==> src/rtl/p2s_pkg.sv <==
// Shared definitions for the parallel-to-serial transmitter: state encoding,
// default word width and the bit-counter width helper.
package p2s_pkg;

    typedef enum logic {
        IDLE  = 1'b0,
        SHIFT = 1'b1
    } state_t;

    localparam int P2S_WIDTH = 4;

    // A one-bit word still needs a one-bit counter so the vector is legal.
    function automatic int cnt_width(input int w);
        return (w > 1) ? $clog2(w) : 1;
    endfunction

endpackage

==> src/rtl/p2s_shreg.sv <==
// Loadable WIDTH-bit shift register; sout is the bit currently on the line.
// Zeros shift in, so the register drains to all-zero after the last bit.
module p2s_shreg #(
    parameter int WIDTH     = 4,
    parameter bit MSB_FIRST = 1'b1
) (
    input  logic             clk,
    input  logic             rst,
    input  logic             load,
    input  logic             shift,
    input  logic [WIDTH-1:0] din,
    output logic             sout
);

    logic [WIDTH-1:0] q;

    always_ff @(posedge clk or posedge rst) begin
        if (rst) begin
            q <= '0;
        end else if (load) begin
            q <= din;
        end else if (shift) begin
            q <= MSB_FIRST ? {q[WIDTH-2:0], 1'b0} : {1'b0, q[WIDTH-1:1]};
        end
    end

    assign sout = MSB_FIRST ? q[WIDTH-1] : q[0];

endmodule

==> src/rtl/p2s_4bit_tx.sv <==
// Parallel-to-serial transmitter with a one-word holding register so words
// stream back-to-back; all serial outputs come straight from flops.
module p2s_4bit_tx
    import p2s_pkg::*;
#(
    parameter int WIDTH     = P2S_WIDTH,
    parameter bit MSB_FIRST = 1'b1
) (
    input  logic             CLK,
    input  logic             CLR,
    input  logic [WIDTH-1:0] DIN,
    input  logic             LD,
    output logic             RDY,
    output logic             SO,
    output logic             SV,
    output logic             FS,
    output logic             DONE,
    output logic             ERR
);

    localparam int CW = cnt_width(WIDTH);
    localparam logic [CW-1:0] LAST = CW'(WIDTH - 1);

    state_t           state;
    logic [CW-1:0]    cnt;
    logic [WIDTH-1:0] hold_dat;
    logic             hold_full;
    logic             fs_q;
    logic             done_q;
    logic             err_q;

    logic             last_bit;
    logic             sh_load;
    logic             sh_shift;
    logic [WIDTH-1:0] sh_din;

    assign last_bit = (state == SHIFT) && (cnt == LAST);

    // Held word wins over a fresh LD at the word boundary.
    always_comb begin
        sh_load  = 1'b0;
        sh_shift = 1'b0;
        sh_din   = DIN;
        if (state == IDLE) begin
            sh_load = LD;
        end else begin
            sh_shift = 1'b1;
            if (last_bit && hold_full) begin
                sh_load = 1'b1;
                sh_din  = hold_dat;
            end else if (last_bit && LD) begin
                sh_load = 1'b1;
            end
        end
    end

    p2s_shreg #(
        .WIDTH     (WIDTH),
        .MSB_FIRST (MSB_FIRST)
    ) u_shreg (
        .clk   (CLK),
        .rst   (CLR),
        .load  (sh_load),
        .shift (sh_shift),
        .din   (sh_din),
        .sout  (SO)
    );

    always_ff @(posedge CLK or posedge CLR) begin
        if (CLR) begin
            state     <= IDLE;
            cnt       <= '0;
            hold_dat  <= '0;
            hold_full <= 1'b0;
            fs_q      <= 1'b0;
            done_q    <= 1'b0;
            err_q     <= 1'b0;
        end else begin
            fs_q   <= 1'b0;
            done_q <= 1'b0;
            // A load while the holding register is occupied is dropped.
            if (LD && hold_full) begin
                err_q <= 1'b1;
            end
            case (state)
                IDLE: begin
                    if (LD) begin
                        state <= SHIFT;
                        cnt   <= '0;
                        fs_q  <= 1'b1;
                    end
                end
                SHIFT: begin
                    if (cnt == LAST) begin
                        cnt <= '0;
                        if (hold_full) begin
                            fs_q      <= 1'b1;
                            hold_full <= 1'b0;
                        end else if (LD) begin
                            fs_q <= 1'b1;
                        end else begin
                            state <= IDLE;
                        end
                    end else begin
                        cnt    <= cnt + 1'b1;
                        done_q <= (cnt == LAST - 1'b1);
                        if (LD && !hold_full) begin
                            hold_dat  <= DIN;
                            hold_full <= 1'b1;
                        end
                    end
                end
                default: state <= IDLE;
            endcase
        end
    end

    assign SV   = (state == SHIFT);
    assign FS   = fs_q;
    assign DONE = done_q;
    assign ERR  = err_q;
    assign RDY  = !hold_full;

endmodule
==> config.mk <==
export PLATFORM = sky130hd
export DESIGN_NAME = p2s_4bit_tx
export DESIGN_NICKNAME = d
export VERILOG_FILES = /design/src/rtl/p2s_pkg.sv /design/src/rtl/p2s_shreg.sv /design/src/rtl/p2s_4bit_tx.sv
export SDC_FILE = /design/constraint.sdc
export NUM_CORES = 1
export LEC_CHECK = 0
export BUFFER_PORTS_ARGS = -buffer_cell sky130_fd_sc_hd__buf_2
export CAP_MARGIN = 20
export CORE_MARGIN = 2
export CORE_UTILIZATION = 30
export CTS_CLUSTER_DIAMETER = 80
export CTS_CLUSTER_SIZE = 14
export DETAILED_ROUTE_END_ITERATION = 8
export PLACE_DENSITY_LB_ADDON = 0.3
export SKIP_CTS_REPAIR_TIMING = 1
export SYNTH_ARGS = -nofsm -noshare
export SYNTH_HDL_FRONTEND = slang
export SYNTH_SLANG_ARGS = --single-unit
==> constraint.sdc <==
create_clock -name CLK -period 4.3 [get_ports CLK]
set_input_delay 0.86 -clock CLK [delete_from_list [all_inputs] [get_ports CLK]]
set_output_delay 0.86 -clock CLK [all_outputs]
set_load 0.03 [all_outputs]
==> results_dict.tcl, run 1 <==
set metrics [dict create \
    status "completed" \
    core_mm2 0.002170 \
    clock.fmax_ghz 0.4851 \
    clk_pin_slew_ns 0.09 \
    synth_mux_area_frac 0.02206 \
    crit_start "SV" \
    clock_skew_ns 0.007054 \
    h-tree-depth 1 \
    n_fill_cell 236 \
    vias 498 \
    min_path_type "register to register" \
    maxSlewHeadroom 0.6324 \
    die_h_um 51.63 \
    drtPass1Iterations 4 \
    drtAntennaViolNets 0 \
    setup_viol 0 \
    wire_per_inst_um 11.74 \
    yosysTopAreaCellShare 0.5515 \
    synth_xor_area_frac 0 \
    clk_path_buf_depth 2 \
    synthAdderAreaFrac 0.03676 \
    hpwlAfterDp_um 894.4 \
    synth_top_family_by_area "compound AO/OA/AOI/OAI gates" \
    grt_overflow 0 \
    ys_seq_elements 15 \
    intPower_mw 0.3316 \
    p_switching_mw 0.2016 \
    place.port_buffers 12 \
    grt.total_usage 0.1083 \
    drc 0 \
    layout_common_cells "dfrtp_1 (15), buf_2 (12), inv_1 (9), o21ai_0 (6), nand2_1 (6)" \
    num_antenna_cells 0 \
    synth_compound_area_frac 0.2096 \
    final_common_cell "dfrtp_1" \
    tightestPinTransition_ns 0.5508 \
    reg2reg_depth 3 \
    avgSynthCellArea_um2 10.64 \
    period_share 0.4794 \
    arrival_ns 1.20 \
    syn_nets 73 \
    cp-start-kind "register" \
    fin_util 0.3639 \
    cts.sinks 15 \
    fp-row-count 17 \
    synth-simple-area-share 0.1121 \
    period_minus_slack_ns 2.061 \
    vias_per_cell 4.698 \
    cts-buffers-inserted 3 \
    grt_setup_unrepaired "false" \
    ys_types 21 \
    cp-end-kind "primary output" \
    crit_type "register to primary output" \
    gp_congestion 0.7447 \
    endpoint "SV" \
    p_leak_nw 0.3715 \
    clk_latency_ns 0.28 \
    hold_viol 0 \
    drive_gt1_frac 0.2692 \
    io_pins 13 \
    power.density_mw_per_mm2 675.3 \
    grt_max_degree 18 \
    critPathRequiredTime_ns 3.44 \
    syn_to_final_growth_pct 15.99 \
    r2r-end "hold_dat[0]" \
    crit_fanout 17 \
    maxSlewViolCount 0 \
    maxCapViolCount 0 \
    timing.critical_path.buf_inv 1 \
    crit_chain "buf_2" \
    switching_share 0.3781 \
    drt_iter0_markers 8 \
    ys.warnings.count 0 \
    crit_family "flip-flops" \
    yosys-top-cells-area "dfrtp_1 (55%), inv_1 (5.0%), o221a_2 (5.0%)" \
    drt-total-wl_um 1244 \
    synthCells 64 \
    setup_tns_ns 0 \
    comb_power_share 0.398 \
    synth-seq-area-share 0.5515 \
    die_x_um 51.63 \
    antenna_found_initial 0 \
    fp.dieArea_mm2 0.002666 \
    r2r-start "cnt[0]" \
    cp_slowest_cell "dfrtp_1" \
    grt_first_pass_wirelength_um 2049 \
    synth_area_leader_cell "dfrtp_1" \
    vdd_drop_max_mv 0.2094 \
    grt_pass1_vias 479 \
    path_depth 1 \
    seqPwrFrac 0.455 \
    syn_area_um2 680.7 \
    slowest_delay_ns 0.64 \
    ff2ff_setup_slack_ns 2.80 \
    clkPwrFrac 0.147 \
    clockRootBuffer "clkbuf_4" \
    cts_tree "built" \
    start_util 0.3137 \
    fin_nets 88 \
]
==> power groups by stage <==
stage,sequential (mW),combinational [mW],clock (mW)
final,0.243,0.212,0.0786
after floorplan,0.262,0.147,0
after global routing,0.253,0.239,0.0908
after global placement,0.244,0.213,0
after detailed placement,0.246,0.216,0
after CTS,0.243,0.217,0.0833
==> worst min path at each step <==
stage	startpoint	end	slack, ns	depth (start not counted)
6_report	ERR	ERR	0.48	1
5_1_grt	ERR	ERR	0.50	1
4_1_cts	ERR	ERR	0.49	1
3_5_place_dp	ERR	ERR	0.47	1
3_3_place_gp	ERR	ERR	0.44	1
2_1_floorplan	u_shreg.q[0]	u_shreg.q[0]	0.46	2
==> flip-flops by register name, indices dropped and copies added (netlist names) <==
| name | flops |
|---|---|
| u_shreg.q | 4 |
| hold_dat | 4 |
| cnt | 2 |
| FS | 1 |
| DONE | 1 |
| hold_full | 1 |
| ERR | 1 |
| SV | 1 |
==> cell type report <==
cell class                      count  area [µm²]  share of cell area
Clock buffer                        4       26.28             0.03328
Tap cell                           28       35.03             0.04437
Inverter                            9       33.78             0.04279
Sequential cell                    15       375.4              0.4754
Timing Repair Buffer               12       60.06             0.07607
Multi-Input combinational cell     38       259.0              0.3281
==> logic make-up after synthesis <==
kind of cell / count (synthesis)
AO/OA/AOI/OAI: 21
flip-flops: 15
AND/OR/NAND/NOR: 14
buffers and inverters: 11
adder cells (fa/ha/maj): 2
multiplexers: 1
==> per-stage QoR <==
step / hold WS, ns / cells / total power, mW / instance area (µm²) / setup WS (ns)
floorplan: 0.4614 / 64 / 0.4084 / 680.7 / 2.670
global placement: 0.4351 / 102 / 0.4571 / 763.2 / 2.518
detailed placement: 0.4671 / 102 / 0.4620 / 763.2 / 2.514
CTS: 0.4879 / 106 / 0.5436 / 789.5 / 2.218
global route: 0.4967 / 106 / 0.5829 / 789.5 / 2.131
finish: 0.4798 / 106 / 0.5331 / 789.5 / 2.239
==> per-layer routing <==
metal | vias to the layer above | track usage | part of all wire
li1 | 249 | - | -
met1 | 229 | 0.1259 | 0.46
met2 | 16 | 0.1731 | 0.44
met3 | 4 | 0.02586 | 0.062
met4 | 0 | 0.07895 | 0.032
met5 | - | 0 | 0
==> cells in the mapped netlist, drive strengths merged <==
cell / count
and4bb: 1
a31oi: 3
o21bai: 1
a32oi: 1
and2: 2
a21o: 1
dfrtp: 15
mux2: 1
buf: 2
inv: 9
a21oi: 4
nor3: 3
o221a: 3
nor2: 1
ha: 2
o31ai: 1
nor2b: 1
nand2: 6
o21ai: 7
Note: power is estimated with default switching activity, not from simulation.
==> inputs of run 2 (changes only) <==
Settings changed: ABC_AREA from default to 1.
Clock period 4.3 ns to 1.94 ns, I/O delays scaled along.
==> run 2 against run 1 <==
  * Register-to-register slack got worse by 2.2 ns
  * Final area rose by 6.3%
  * Sequential power rose by 120%
  * Synthesized cell count rose by 31%
  * Via count rose by 13%
  * Count of clock-buffer cells in the layout did not move
  * Core utilization rose by 0.85 points
  * Clock skew fell by 0.0043 ns
  * Critical path depth did not move
  * Flip-flop and latch count did not move
  * Hold slack got worse by 0.34 ns
==> results_dict.tcl, run 2 <==
set metrics [dict create \
    status "completed" \
    syn_to_final_growth_pct 15.09 \
    yosysMostFrequentCell "nand2_1" \
    crit_chain "buf_2" \
    p_leak_nw 0.4479 \
    fin_nets 109 \
    maxSlewViolCount 0 \
    fp.dieArea_mm2 0.002842 \
    crit_family "flip-flops" \
    die_h_um 53.31 \
    drive_gt1_frac 0.2424 \
    intPower_mw 0.7025 \
    num_antenna_cells 0 \
    synth-seq-area-share 0.5146 \
    drt_iter0_markers 4 \
    synthTopCellsByCount "nand2_1 (25), dfrtp_1 (15), inv_1 (9)" \
    crit_fanout 10 \
    maxCapViolCount 0 \
    path_depth 1 \
    synthCells 84 \
    ys_types 16 \
    start_util 0.3235 \
    synthArstFlopShare 1.000 \
    clk_latency_ns 0.28 \
    dp_slack_ns 0.6003 \
    ys.warnings.count 0 \
    setup_tns_ns 0 \
    setup_ws_ns 0.3714 \
    clockRootBuffer "clkbuf_4" \
    clk_path_buf_depth 2 \
    period_share 0.8086 \
    stdcell_count 127 \
    clock.fmax_ghz 0.6375 \
    clkPwrFrac 0.141 \
    avgSynthCellArea_um2 8.684 \
    maxSlewHeadroom 0.6186 \
    hold_viol 0 \
    syn_nets 93 \
    wire_per_inst_um 10.84 \
    slowest_delay_ns 0.62 \
    ys_seq_elements 15 \
    vias_per_cell 4.449 \
    cp-end-kind "primary output" \
    cp_slowest_cell "dfrtp_1" \
    hpwlAfterDp_um 1042 \
    place.port_buffers 12 \
    cp-start-kind "register" \
    grt_pass1_vias 581 \
    synthFlopType "dfrtp_1" \
    grt_first_pass_wirelength_um 2477 \
    clock_skew_ns 0.002802 \
    min_path_type "input pin to async pin" \
    drtPass1Iterations 4 \
    power.density_mw_per_mm2 1493 \
    vias 565 \
    reg2reg_depth 8 \
    layout_common_cells "nand2_1 (25), dfrtp_1 (15), buf_2 (12), inv_1 (9), o21ai_0 (7)" \
    grt_setup_unrepaired "false" \
    p_switching_mw 0.5506 \
    final_common_cell "nand2_1" \
    grt.total_usage 0.1263 \
    vdd_drop_max_mv 0.5325 \
    arrival_ns 1.18 \
    cts.sinks 15 \
    cts-buffers-inserted 3 \
    io_pins 13 \
    grt_overflow 0 \
    setup_viol 0 \
    whs_ns 0.1445 \
    yosys-top-cells-area "dfrtp_1 (51%), nand2_1 (13%), o21ai_0 (4.8%)" \
    antenna_found_initial 0 \
    drt-total-wl_um 1377 \
    critPathRequiredTime_ns 1.55 \
    synth_area_leader_cell "dfrtp_1" \
    cts_tree "built" \
    period_minus_slack_ns 1.569 \
    seqPwrFrac 0.432 \
    tightestPinTransition_ns 0.5714 \
    timing.critical_path.buf_inv 1 \
    dpl.cell_count 123 \
    drtAntennaViolNets 0 \
    crit_type "register to primary output" \
    synth_edf_count 0 \
    syn_area_um2 729.5 \
    grt_max_degree 16 \
    die_x_um 53.31 \
    gp_congestion 0.7071 \
    power.total_mw 1.253 \
    core_mm2 0.002255 \
    comb_power_share 0.427 \
    yosysTopAreaCellShare 0.5146 \
    switching_share 0.4394 \
    h-tree-depth 1 \
    reg_top3 "hold_dat: 4 flops, u_shreg.q: 4 flops, cnt: 2 flops" \
    drc 0 \
    fp-row-count 17 \
    clk_pin_slew_ns 0.08 \
]
## run 2: cell count changes after synthesis, sizes merged, moves of 4 or more
cell	before	now
nor2	1	8
inv	9	13
a21oi	4	0
nand3	0	5
nand2	6	27
## run 2: final cells by class
type | count | area, µm²
clock buffers | 4 | 26.28
repair buffers | 12 | 60.06
multi-input cells | 55 | 291.5
inverters | 13 | 51.30
fillers | 245 | 1415
flip-flops and latches | 15 | 375.4
well taps | 28 | 35.03
## run 2: per-stage QoR
step                area, µm²    util
finish                  839.6  0.3724
CTS                     839.6  0.3724
global placement        813.3  0.3607
global route            839.6  0.3724
floorplan               729.5       -
detailed placement      813.3  0.3607
## run 2: worst paths after layout
path / start / endpoint / slack (ns)
max reg2reg: cnt[0] / u_shreg.q[1] / 0.58
min in group CLK: DIN[1] / hold_dat[1] / 0.37
max: SV / SV / 0.37
min: CLR / u_shreg.q[0] / 0.14
max in group asynchronous: CLR / hold_dat[1] / 1.42
min reg2reg: ERR / ERR / 0.48
## run 2: layer usage
metal | up-vias | GRT usage | wire length, µm
li1 | 287 | - | -
met1 | 259 | 0.1559 | 631
met2 | 14 | 0.1872 | 642
met3 | 5 | 0.02542 | 48
met4 | 0 | 0.1026 | 55
met5 | - | 0 | 0
## run 2: power groups by stage
stage               registers, mW  logic [mW]  clock network [mW]
finish                      0.541       0.535               0.177
detailed placement          0.547       0.539                   0
floorplan                   0.576       0.382                   0
CTS                         0.542       0.545               0.187
global route                0.565       0.618               0.199
global placement            0.543       0.525                   0
## run 2: cell families after synthesis
family,count (synthesis),synth area share
AO/OA/AOI/OAI,9,0.06861
flip-flops,15,0.5146
buffers and inverters,14,0.08576
adder cells (fa/ha/maj),2,0.03430
AND/OR/NAND/NOR,44,0.2967
